## src/rtl/pipe_ctrl.sv

```systemverilog
// Pipeline sequencing controller: turns ID/EX/MEM hazard and redirect requests into
// per-stage stall/flush controls, sequences the multi-cycle divider, counts stall cycles.
module pipe_ctrl #(
    parameter int DIV_CYCLES = 32,
    parameter int CNT_W      = 32
) (
    input  logic             clk,
    input  logic             rst_n,
    input  logic             id_load_use_req,
    input  logic             id_branch_taken,
    input  logic             ex_div_start,
    input  logic             mem_exc_req,
    input  logic             perf_clr,
    output logic [5:0]       stall,
    output logic             flush_ifid,
    output logic             flush_all,
    output logic             div_busy,
    output logic             div_done,
    output logic [CNT_W-1:0] stall_cycles
);

    localparam int CNT_DW = $clog2(DIV_CYCLES + 1);
    localparam logic [CNT_DW-1:0] DIV_LOAD = CNT_DW'(DIV_CYCLES - 1);

    typedef enum logic [1:0] {
        IDLE,
        DIV_RUN,
        DIV_DONE
    } state_t;

    state_t            state, state_n;
    logic [CNT_DW-1:0] div_cnt, div_cnt_n;

    always_ff @(posedge clk or negedge rst_n) begin
        if (!rst_n) begin
            state   <= IDLE;
            div_cnt <= '0;
        end else begin
            state   <= state_n;
            div_cnt <= div_cnt_n;
        end
    end

    // An exception overrides everything, including aborting a divide in flight.
    always_comb begin
        state_n   = state;
        div_cnt_n = div_cnt;
        stall     = 6'b000000;
        flush_all = 1'b0;
        div_done  = 1'b0;
        if (mem_exc_req) begin
            flush_all = 1'b1;
            state_n   = IDLE;
            div_cnt_n = '0;
        end else begin
            case (state)
                IDLE: begin
                    if (ex_div_start) begin
                        stall     = 6'b001111;
                        state_n   = DIV_RUN;
                        div_cnt_n = DIV_LOAD;
                    end else if (id_load_use_req) begin
                        stall = 6'b000111;
                    end
                end
                DIV_RUN: begin
                    stall = 6'b001111;
                    if (div_cnt != '0) begin
                        div_cnt_n = div_cnt - CNT_DW'(1);
                    end else begin
                        state_n = DIV_DONE;
                    end
                end
                DIV_DONE: begin
                    div_done = 1'b1;
                    state_n  = IDLE;
                end
                default: begin
                    state_n   = IDLE;
                    div_cnt_n = '0;
                end
            endcase
        end
    end

    // A branch seen while ID is held gets re-evaluated once ID is released.
    assign flush_ifid = id_branch_taken & ~stall[2] & ~flush_all;
    assign div_busy   = (state == DIV_RUN);

    always_ff @(posedge clk or negedge rst_n) begin
        if (!rst_n) begin
            stall_cycles <= '0;
        end else if (perf_clr) begin
            stall_cycles <= '0;
        end else if ((stall != 6'b000000) && (stall_cycles != {CNT_W{1'b1}})) begin
            stall_cycles <= stall_cycles + CNT_W'(1);
        end
    end

endmodule

```

## config.mk

```make
export PLATFORM = sky130hd
export DESIGN_NAME = pipe_ctrl
export DESIGN_NICKNAME = d
export VERILOG_FILES = /design/src/rtl/pipe_ctrl.sv
export SDC_FILE = /design/constraint.sdc
export NUM_CORES = 1
export LEC_CHECK = 0
export BUFFER_PORTS_ARGS = -buffer_cell sky130_fd_sc_hd__buf_2
export CAP_MARGIN = 0
export CORE_MARGIN = 3
export CORE_UTILIZATION = 40
export DETAILED_ROUTE_END_ITERATION = 6
export GPL_TIMING_DRIVEN = 0
export PLACE_DENSITY_LB_ADDON = 0.1
export REMOVE_ABC_BUFFERS = 1
export SETUP_SLACK_MARGIN = 0.1
export SLEW_MARGIN = 20
export SYNTH_ARGS = -nofsm -noshare
export SYNTH_HDL_FRONTEND = slang
export SYNTH_SLANG_ARGS = --single-unit
```

## constraint.sdc

```tcl
create_clock -name clk -period 5.95 [get_ports clk]
set_input_delay 1.19 -clock clk [delete_from_list [all_inputs] [get_ports clk]]
set_output_delay 1.19 -clock clk [all_outputs]
set_load 0.005 [all_outputs]
```

# Yosys cells after proc, flatten, opt, wreduce, memory -nomap -nowiden
# Cells that the tools add are included.
dict set report word_totals {
  reg_bits 40
  in_bits 7
}
dict set report classes {
  addsub 2
  n_eq_ne 7
  mux 17
  bitwise 4
  n_reduce_logical 7
}
# cell count
set op_table {}
lappend op_table {{2-to-1 mux 32 bit} 2}
lappend op_table {{adder 32 x 1 -> 32 bit, second input constant} 1}
lappend op_table {{!= test 32 bit, second input constant} 1}
lappend op_table {{2-to-1 mux 6 bit} 3}
lappend op_table {{one-hot mux 6 bit (3 select lines)} 1}
lappend op_table {{nonzero test 6 bit} 2}
lappend op_table {{2-to-1 mux 4 bit} 2}
lappend op_table {{one-hot mux 4 bit (2 select lines)} 1}
lappend op_table {{2-to-1 mux 2 bit} 3}
lappend op_table {{!= test 3 bit, second input constant} 2}
lappend op_table {{subtractor 6 x 1 -> 6 bit, second input constant} 1}
lappend op_table {{one-hot mux 2 bit (2 select lines)} 1}
lappend op_table {{2-to-1 mux 1 bit} 3}
lappend op_table {{2-to-1 mux 3 bit} 1}
lappend op_table {{!= test 3 x 2 -> 1 bit, second input constant} 1}
lappend op_table {{AND reduction 3 bit} 1}
lappend op_table {{AND 1 bit} 2}
lappend op_table {{equality test 2 x 1 -> 1 bit, second input constant} 1}
lappend op_table {{equality test 2 bit, second input constant} 1}
lappend op_table {{logical NOT 2 bit} 1}
lappend op_table {{!= test 2 bit, second input constant} 1}
lappend op_table {{inverter 1 bit} 2}
lappend op_table {{AND reduction 2 bit} 1}
lappend op_table {{nonzero test 2 bit} 1}
lappend op_table {{logical AND 1 bit} 1}

# Depth between registers and ports, before layout
# Gate-level depths: netlist (run 1).
dict set report logic_depth {
  word_depth 8
  ltp_mapped 8
  ltp_nobuf 7
}

# Worst setup path before layout (run 1)
# No wires, ideal clock.
dict set report synth_path {
  path_kind {input-to-output}
  start {in id_load_use_req}
  end {out flush_ifid}
  arrival_time_ps 2015
  required_ps 4760
  setup_slack_ps 2745
  cell_stages 5
  path_cell_list {nor3_1 > nand2b_1 > inv_1 > buf_2 > nor3b_1}
}
dict set report synth_via {
  elab_chain_len 7
}
# item line
set synth_lines {}
lappend synth_lines {{from (decl)} 9} ;# input logic id_load_use_req,
lappend synth_lines {{2-to-1 mux 3 bit} 62} ;# end else if (id_load_use_req) begin
lappend synth_lines {{2-to-1 mux 4 bit} 58} ;# if (ex_div_start) begin
lappend synth_lines {{one-hot mux 4 bit (2 select lines)} 56} ;# case (state)
lappend synth_lines {{2-to-1 mux 4 bit} 51} ;# if (mem_exc_req) begin
lappend synth_lines {{inverter 1 bit} 87} ;# assign flush_ifid = id_branch_taken & ~stall[2] & ~flush_all;
lappend synth_lines {{AND 1 bit (2 in a row)} 87}
lappend synth_lines {{to (decl)} 15} ;# output logic flush_ifid,
# Every way passes these cells.

# Worst setup path after layout (run 1)
# Ends and elaborated chain as after synthesis.

==> summary by stage, run 1 <==
Worst setup path
The number of cells on the critical path is 6. The critical path buffer and inverter count is 3. The sort of element at the end of the critical path is an output pin. In this run the worst setup path begins at id_load_use_req.

The data arrival time of the critical path is 2.38 ns. The startpoint kind of the worst setup timing path is a primary input. By instance count, the cell type seen most on the critical path is buf_2. The data required time at the worst endpoint is 4.76 ns.

The flop-to-flop setup slack is around 3.4 ns. The logic depth of the worst register-to-register path is 6. For this run, the slowest stage of the critical path takes 0.29 ns. The critical path is of the in2out type. Following the worst setup path forward leads to its endpoint at flush_ifid. The largest fanout of any net on the critical path is 15.

Grouping stages by cell kind, the critical path spends the most delay in simple AND/OR/NAND/NOR gates. For this design, the slowest cell found on the critical path is nand2b_1. The source of the worst register-to-register timing path is state[0]. In this run the critical register-to-register path is captured at stall_cycles[20]. Traced cell by cell, the critical path runs through buf_2, nor3_1, nand2b_1, inv_1, nor3b_1, buf_2.

Route
In the routed design, unresolved DRC markers number 0. The via count of the routed design is 2127. After detailed routing, the average wire length per cell comes to 14.8 microns. The length of the first detailed-routing pass in iterations is 4. The via density per instance is 5.57.

The final wirelength is 5660 microns. The count of nets left with antenna violations once routing finished came out at 0. After the first detailed-routing iteration, the DRC count stood at 76.

Place
The number of instances in the placed design is 373. Input and output buffers added on the ports amount to 46. The post-detailed-placement half-perimeter wirelength is 3870 microns.

Routability-driven placement finished with a final weighted congestion of 0.751. The cell area after placement is 2620 sq um.

Power and ir drop
The worst voltage drop across the vdd grid is 0.0990 mV. For this design the static power due to leakage is 1.20 nW. The power per unit of standard cell area is 197 nW/um^2.

Logic synthesis
Dividing the synthesized area by the synthesized cell count gives 8.80 sq um. The fraction of registers with async set or reset after synthesis is 1.00. The number of distinct standard cells referenced by the synthesized netlist is 41.

The number of flops mapped to enable cells by yosys is 0. Yosys printed 0 warnings. For this run, the register share of the synthesized area comes to 0.420. Synthesis produced a netlist whose cell count is 271. The number of register bits inferred by synthesis is 40.

The main flop type after synthesis is dfrtp_1. Summing every instance area after synthesis gives ~2400 sq um.

Clocking
The longest clock path from root to sink contains 2 buffers. The total of hold buffers inserted after clock tree synthesis is 0. At the later pin of the worst-skew pair, clock insertion delay measures 0.30 ns.

The sink count of the clock tree is 40. The register clock-pin slew on the reported worst setup and hold paths is 0.07 ns. The H-tree depth is 2. The count of buffers added by post-CTS timing repair for setup is 0. The clock tree from TritonCTS is built.

The cell sitting at the root of the clock tree is a clkbuf_8. Buffers inserted during clock tree synthesis total 5. The number of cells upsized or downsized after cts is 0.

Layout
The antenna diode count is 0. The growth of design area from synthesis to finish is 14.5%. In the final layout, the share of cells above drive strength 1 is 0.206. After the flow finishes, the layout carries non-filler instances totaling about 380.

The net count of the finished layout is 319. The filler cells instantiated in the layout total 560. Once layout is done, the placed cells without fillers occupy 2730 sq um.

Die
The number of primary I/O pins is a little under 50. The placeable core region is around 5600 sq um. The overall die width is approximately 83 microns. The initial core utilization is 0.423. Measured along the y axis, the die boundary spans between 80 and 90 microns. The count of standard-cell rows is 27. The die covers around 7000 sq um.

Timing
For this run, the top clock speed supported by timing is 280 MHz. The smallest clock period supported by the final layout is computed as 3.57 ns. The final-report max-slew violation count was 0. The transition time at the pin with the least slew margin is 0.935 ns. Setup repair after global routing left no endpoint under its margin. Of the available clock period, the critical path in the final layout requires 0.600. Between clock sinks in the finished design, the worst skew comes to 0.00904 ns.

The final hold violation count is 0. In this run the tightest slew margin relative to its limit is 0.377. The total negative slack is 0 ns. The number of setup violations in the final report is 0.

Global routing
The via count of the first global-routing pass is 2061. The first global-routing pass estimated between 10000 and 15000 microns of wire. For this run the aggregate overflow at the end of global routing stands at 0. The initial antenna violation count was 0.

Entering global routing, the biggest net connects 43 pins. In the global route stage, overall resource usage came out at 0.174.

Run status
The run finished with clean final reports.

Job
Max-cap violations in this run came to 0.

Worst hold path
The type of the tightest min-delay check is reg2reg.
-- sequential cells by signal, summed over array words and instances (netlist names) --
register      flops
state             2
div_cnt           6
stall_cycles     32
-- stage by stage --
step	power (mW)	setup slack [ns]	util	hold WS [ns]
global route	0.570	2.16	0.484	0.568
CTS	0.548	2.35	0.479	0.539
detailed placement	0.356	2.35	0.464	0.518
global placement	0.356	2.38	0.464	0.518
finish	0.539	2.38	0.484	0.532
floorplan	0.329	2.76	-	0.485
-- report_power, final --
part / switching, mW / leakage [nW] / internal [mW] / total (mW)
registers: 0.0112 / 0.549 / 0.280 / 0.291
logic: 0.0356 / 0.610 / 0.0225 / 0.0581
clock network: 0.0949 / 0.0455 / 0.0947 / 0.190
-- worst reg2reg max path, cell delays in order, from the launching register on --
cell and delay [ns]:
dfrtp_1 0.54, nor3_1 0.10, nand2b_1 0.27, inv_1 0.39
nand3_1 0.44, or4_1 0.60, a21oi_1 0.17
-- cells in the mapped netlist, types with 2 or more instances --
library cell  count  area [sq um]
nand4_1          14          87.6
or2_2             3          18.8
inv_1             8          30.0
and4_1            2          17.5
ha_1              3          37.5
a21oi_1          22           110
or4_4             2          22.5
o31ai_1           9          67.6
clkbuf_1          7          26.3
a22o_1            3          26.3
buf_2             3          15.0
and3_1            2          12.5
nand3_1          13          65.1
mux2_4            2          30.0
buf_4             5          37.5
nor3_1            6          30.0
dfrtp_1          40          1000
mux2_1            6          67.6
or4_1            10          75.1
nor3b_1           2          15.0
nor2_1           20          75.1
nand2_1          22          82.6
nand2b_1          3          18.8
nor2b_1          10          62.6
nor4_1            6          37.5
o21ai_0          20           100
or3_1            14          87.6
-- routing by layer --
layer  track usage  wire (microns)
met3        0.0347             178
met1         0.240            2780
met5             0               0
met2         0.277            2640
met4        0.0475              65
-- layout by cell type (no fill, tap or decap), types with 2 or more instances in the layout --
cell type	Yosys	final
o21ai_0	20	20
mux2_4	2	2
clkbuf_8	0	6
nor2_1	20	20
ha_1	3	3
or3_1	14	14
dfrtp_1	40	40
a21oi_1	22	22
nand2_1	22	22
nor4_1	6	6
or4_4	2	2
inv_1	8	8
nand2b_1	3	3
nand4_1	14	14
or4_1	10	10
mux2_1	6	6
nor2b_1	10	10
o31ai_1	9	9
or2_2	3	3
and3_1	2	2
clkbuf_1	7	2
nor3b_1	2	2
buf_2	3	46
nor3_1	6	6
a22o_1	3	3
and4_1	2	2
nand3_1	13	13
conb_1	1	2
-- worst min path at each step --
stage	startpoint	endpoint	cells past startpoint	slack, ns
after floorplan	div_cnt[5]	div_cnt[5]	2	0.48
after global placement	div_cnt[5]	div_cnt[5]	2	0.52
after detailed placement	div_cnt[4]	div_cnt[4]	1	0.52
after CTS	div_cnt[2]	state[1]	1	0.54
after global routing	div_cnt[2]	state[1]	1	0.57
final	div_cnt[5]	div_cnt[5]	2	0.53
-- layout make-up --
cell class	instances	area (sq um)	area share
multi-input cells	207	1260	0.462
repair buffers	47	258	0.0943
well taps	72	90.1	0.0330
clock buffers	8	90.1	0.0330
flip-flops and latches	40	1000	0.366
inverters	8	30.0	0.0110
-- cells by family after synthesis --
logic type                 share of synthesized area
other                                        0.00157
AOI/OAI and AO/OA                              0.141
adders and majority gates                     0.0157
xor gates and xnor gates                     0.00367
and+or+nand+nor                                0.326
DFF                                            0.420
muxes                                         0.0409
buffers and inverters                         0.0524
No activity file was read; power rests on OpenSTA's default activity.
==> run 2, diff against run 1 <==
--- a/config.mk
+++ b/config.mk
@@ -5,6 +5,7 @@
 export SDC_FILE = /design/constraint.sdc
 export NUM_CORES = 1
 export LEC_CHECK = 0
+export ABC_AREA = 1
 export BUFFER_PORTS_ARGS = -buffer_cell sky130_fd_sc_hd__buf_2
 export CAP_MARGIN = 0
 export CORE_MARGIN = 3
==> constraint.sdc (replaced) <==
create_clock -name clk -period 3.33 [get_ports clk]
set_input_delay 0.666 -clock clk [delete_from_list [all_inputs] [get_ports clk]]
set_output_delay 0.666 -clock clk [all_outputs]
set_load 0.005 [all_outputs]
==> run 2 against run 1 <==
Clock skew fell by 0.0038 ns; via count increased by 23%; die area grew 13%; register-to-register slack got worse by 2.1 ns; clock-buffer cell count down 3.
==> summary by stage, run 2 <==
Power and ir drop
The power per unit of standard cell area is 342 nW/um^2 (+73%). The share of total power in the clock network came to 0.385 (+0.033). The worst voltage drop across the vdd grid is 0.147 mV (+49%).

The net switching power figure is 0.295 mW (+110%). The leakage power is 1.66 nW (+38%). The relative contribution of combinational cells to total power came to 0.130 (+0.022). The part of the total power dissipated in sequential elements is 0.485 (-0.056). The net switching fraction of the power is 0.278 (+0.0148).

The total internal power is 0.767 mW (+93%).

Global routing
The initial antenna violation count is 0 (unchanged). The global routing usage summed across all routing layers was 0.189 (+0.0157). The total congestion overflow is 0 (unchanged). The wire length of the first global-routing pass is 11600 microns (+16%).

The maximum number of pins on one net before global-route repair came to 41 (-4.7%). The via count of the first global-routing pass came to 2460 (+19%).

Timing
The worst clock skew is 0.00526 ns (-0.00378 ns). The remaining max-slew budget at the tightest pin is 0.387 (+0.0105). The total negative slack is 0 ns (unchanged).

The final-report max-slew violation count is 0 (unchanged). The final hold violation count came to 0 (unchanged). Setup repair after global routing left no endpoint under its margin. The number of setup violations in the final report is 0 (unchanged). The minimum period implied by the final worst setup slack is ~2.1 ns.

For this run, the top clock speed supported by timing is 466 MHz. The transition time at the pin with the least slew margin was 0.918 ns (-0.0167 ns). The final cycle utilization of the critical path is 0.644.

Logic synthesis
The most used flip-flop cell after synthesis is dfrtp_1. The fraction of synthesized area in multiplexers was 0 (-0.0409). The number of register bits inferred by synthesis is 40 (unchanged). The sequential area share after synthesis is 0.367 (-0.0524). The yosys synthesis warning count was 0 (unchanged). The post-synthesis share of cell area spent on full adders, half adders and majority gates is 0.0138 (-0.00196). The proportion of netlist area held by the largest area contributor is 0.367 (-0.0524). Ranked by instance count, the synthesized netlist is headed by 156 x nand2_1, 66 x nor2_1, 40 x dfrtp_1, 37 x inv_1, 27 x nand3_1. The synthesized instance count is 411 (+52%). The simple-gate area share of the yosys netlist was 0.461 (+0.135).

The xor and xnor area share after synthesis is 0.0385 (+0.0349). The synthesized-area fraction occupied by ao, oa, aoi and oai cells came to 0.0330 (-0.107). The synthesized area divided by synthesized cell count was 6.63 sq um (-25%). After synthesis, the largest family of logic cells by area is simple AND/OR/NAND/NOR gates.

After synthesis, the cell types taking the most area are dfrtp_1 37%, nand2_1 21%, nor2_1 9.1%. The total standard cell area after synthesis is 2730 sq um (+14%). Summed over all instances, the cell type with the most area after synthesis is dfrtp_1.

The number of distinct standard cells referenced by the synthesized netlist is 30 (-27%). The fraction of registers with async set or reset after synthesis is 1.00 (unchanged). The number of flops mapped to enable cells by yosys was 0 (unchanged). nand2_1 is the most common cell in the netlist.

Clocking
The clock latency on the worst-skew pair was 0.30 ns (about the same). The clock tree from TritonCTS is built. The sink count of the clock tree is 40 (unchanged).

The total of hold buffers inserted after clock tree synthesis is 0 (unchanged). The count of buffers added by post-CTS timing repair for setup was 0 (unchanged). The H-tree depth is 2 (unchanged). The maximum clock insertion buffer count is 2 (unchanged). The clock root buffer is clkbuf_8. The number of buffers created by CTS came to 5 (unchanged).

The register clock-pin slew on the reported worst setup and hold paths came to 0.08 ns (about the same). The number of cells upsized or downsized after cts was 0 (unchanged).

Place
The number of port buffers came to 46 (unchanged). The cell area after placement was 2990 sq um (+14%). The post-detailed-placement half-perimeter wirelength is 5140 microns (+33%). The global placer's final weighted congestion is 0.855 (+14%).

Layout
The area of all sequential standard cells is 1000 sq um (unchanged). The final instance area is 3100 sq um (+14%). The filler cell count in the final layout is 710 (+27%). Leaving out fill and tap cells, the most frequent cell in the layout is nand2_1. The flip-flop count of the largest register after layout is 32 (unchanged).

The multi-input gate area in the final layout was 1500 sq um (+19%). The post-layout net count is 464 (+45%). The largest registers in the layout are stall_cycles x32, div_cnt x6, state x2. The growth of design area from synthesis to finish is 13.8%. The largest register by flop count is stall_cycles. Leaving out fill and tap cells, the most frequent cells in the layout are 156 x nand2_1, 66 x nor2_1, 46 x buf_2.

The fraction of final layout cells with drive strength greater than 1 is 0.158 (-0.0482). The antenna diode count is 0 (unchanged).

Worst setup path
The flop-to-flop setup slack was 1.31 ns (-2.06 ns). The data arrival time of the critical path is 1.48 ns (-0.90 ns). The endpoint identified for the worst register-to-register timing path is stall_cycles[12]. The worst setup path is of the reg2out kind. The logic depth of the worst register-to-register path came to 9 (+3).

The data required time at the worst endpoint is 2.66 ns (-2.10 ns). The largest fanout of any net on the critical path is 12 (-3). The startpoint kind of the worst setup timing path is a register. The sort of element at the end of the critical path is an output pin. The source of the worst register-to-register timing path is stall_cycles[0].

Route
The average wire per cell in the routed design is 12.9 microns (-13%). The number of nets with antenna violations after detailed routing is 0 (unchanged). The via density per instance is 4.92 (-12%). The via count of the routed design is 2620 (+23%). The length of the first detailed-routing pass in iterations is 4 (unchanged).

The starting DRC count in detailed routing is 164 (+120%). The final wirelength is 6840 microns (+21%). The number of DRC violations after detailed routing is 0 (unchanged).

Die
The count of standard-cell rows is 29 (+7.4%). The area enclosed by the die boundary is 7840 sq um (+13%). The initial core utilization is 0.420 (-0.00317). The vertical die dimension was 88.6 microns (+6.4%). The number of primary I/O pins is 49 (unchanged). The placeable core region was 6490 sq um (+15%).

The overall die width is 88.6 microns (+6.4%).

Run status
The run finished with clean final reports.

Worst hold path
The worst hold path belongs to the class in2async.

Job
The number of violations of the max-capacitance limit is 0 (unchanged).
run 2: changes by cell type after synthesis, sizes merged, moves of 12 or more:
cell	before	now
a21oi	22	2
inv	8	38
nand2	22	164
nand3	14	27
nor2	20	70
or3	14	0
or4	12	0
run 2: metrics by stage:
| stage | hold slack (ns) | total power, mW | setup WS (ns) | utilization | std cells |
|---|---|---|---|---|---|
| after detailed placement | 0.515 | 0.666 | 0.937 | 0.460 | 524 |
| after floorplan | 0.370 | 0.608 | 1.10 | - | 400 |
| after global routing | 0.564 | 1.12 | 1.05 | 0.478 | 532 |
| after global placement | 0.523 | 0.660 | 0.214 | 0.458 | 523 |
| after CTS | 0.535 | 1.07 | 1.16 | 0.478 | 532 |
| final | 0.488 | 1.06 | 1.18 | 0.478 | 532 |
run 2: worst max path at each step:
stage,start,endpoint,slack (ns),cells past startpoint
2_1_floorplan,mem_exc_req,stall_cycles[11],1.10,7
3_3_place_gp,mem_exc_req,stall_cycles[26],0.21,8
3_5_place_dp,mem_exc_req,stall_cycles[0],0.94,9
4_1_cts,state[0],flush_ifid,1.16,5
5_1_grt,state[0],flush_ifid,1.05,5
6_report,state[0],flush_ifid,1.18,5
run 2: layer usage:
| layer | track usage | wire length [microns] | vias to the layer above | part of all wire |
|---|---|---|---|---|
| met1 | 0.275 | 3510 | 1191 | 0.51 |
| met4 | 0.0440 | 61 | 0 | 0.0089 |
| met3 | 0.0326 | 293 | 7 | 0.043 |
| met2 | 0.296 | 2980 | 53 | 0.44 |
| li1 | - | - | 1369 | - |
| met5 | 0 | 0 | - | 0 |
run 2: worst max-delay path: stages, from the launching register on:
cell and delay [ns]:
dfrtp_1 0.43, or2_1 0.25, nand2_1 0.11, nand2_2 0.16, nor2_1 0.12, buf_2 0.12
run 2: area by class of cell:
cell class | count | share of cell area
Clock buffer | 5 | 0.0222
Clock inverter | 3 | 0.0137
Multi-Input combinational cell | 321 | 0.484
Tap cell | 77 | 0.0311
Timing Repair Buffer | 47 | 0.0779
Inverter | 39 | 0.0488
Sequential cell | 40 | 0.323
run 2: logic make-up (layout without fill, tap and decap cells):
group	after synthesis	after routing
flip-flops	40	40
other	1	2
AND/OR/NAND/NOR	287	287
buffers and inverters	51	94
adder cells (fa/ha/maj)	3	3
AO/OA/AOI/OAI	17	17
XOR/XNOR	12	12
run 2: power groups by stage:
stage / sequential [mW] / combinational (mW) / clock [mW]
after CTS: 0.514 / 0.142 / 0.418
after global placement: 0.524 / 0.136 / 0
final: 0.514 / 0.138 / 0.409
after global routing: 0.517 / 0.163 / 0.436
after detailed placement: 0.524 / 0.142 / 0
after floorplan: 0.522 / 0.0853 / 0
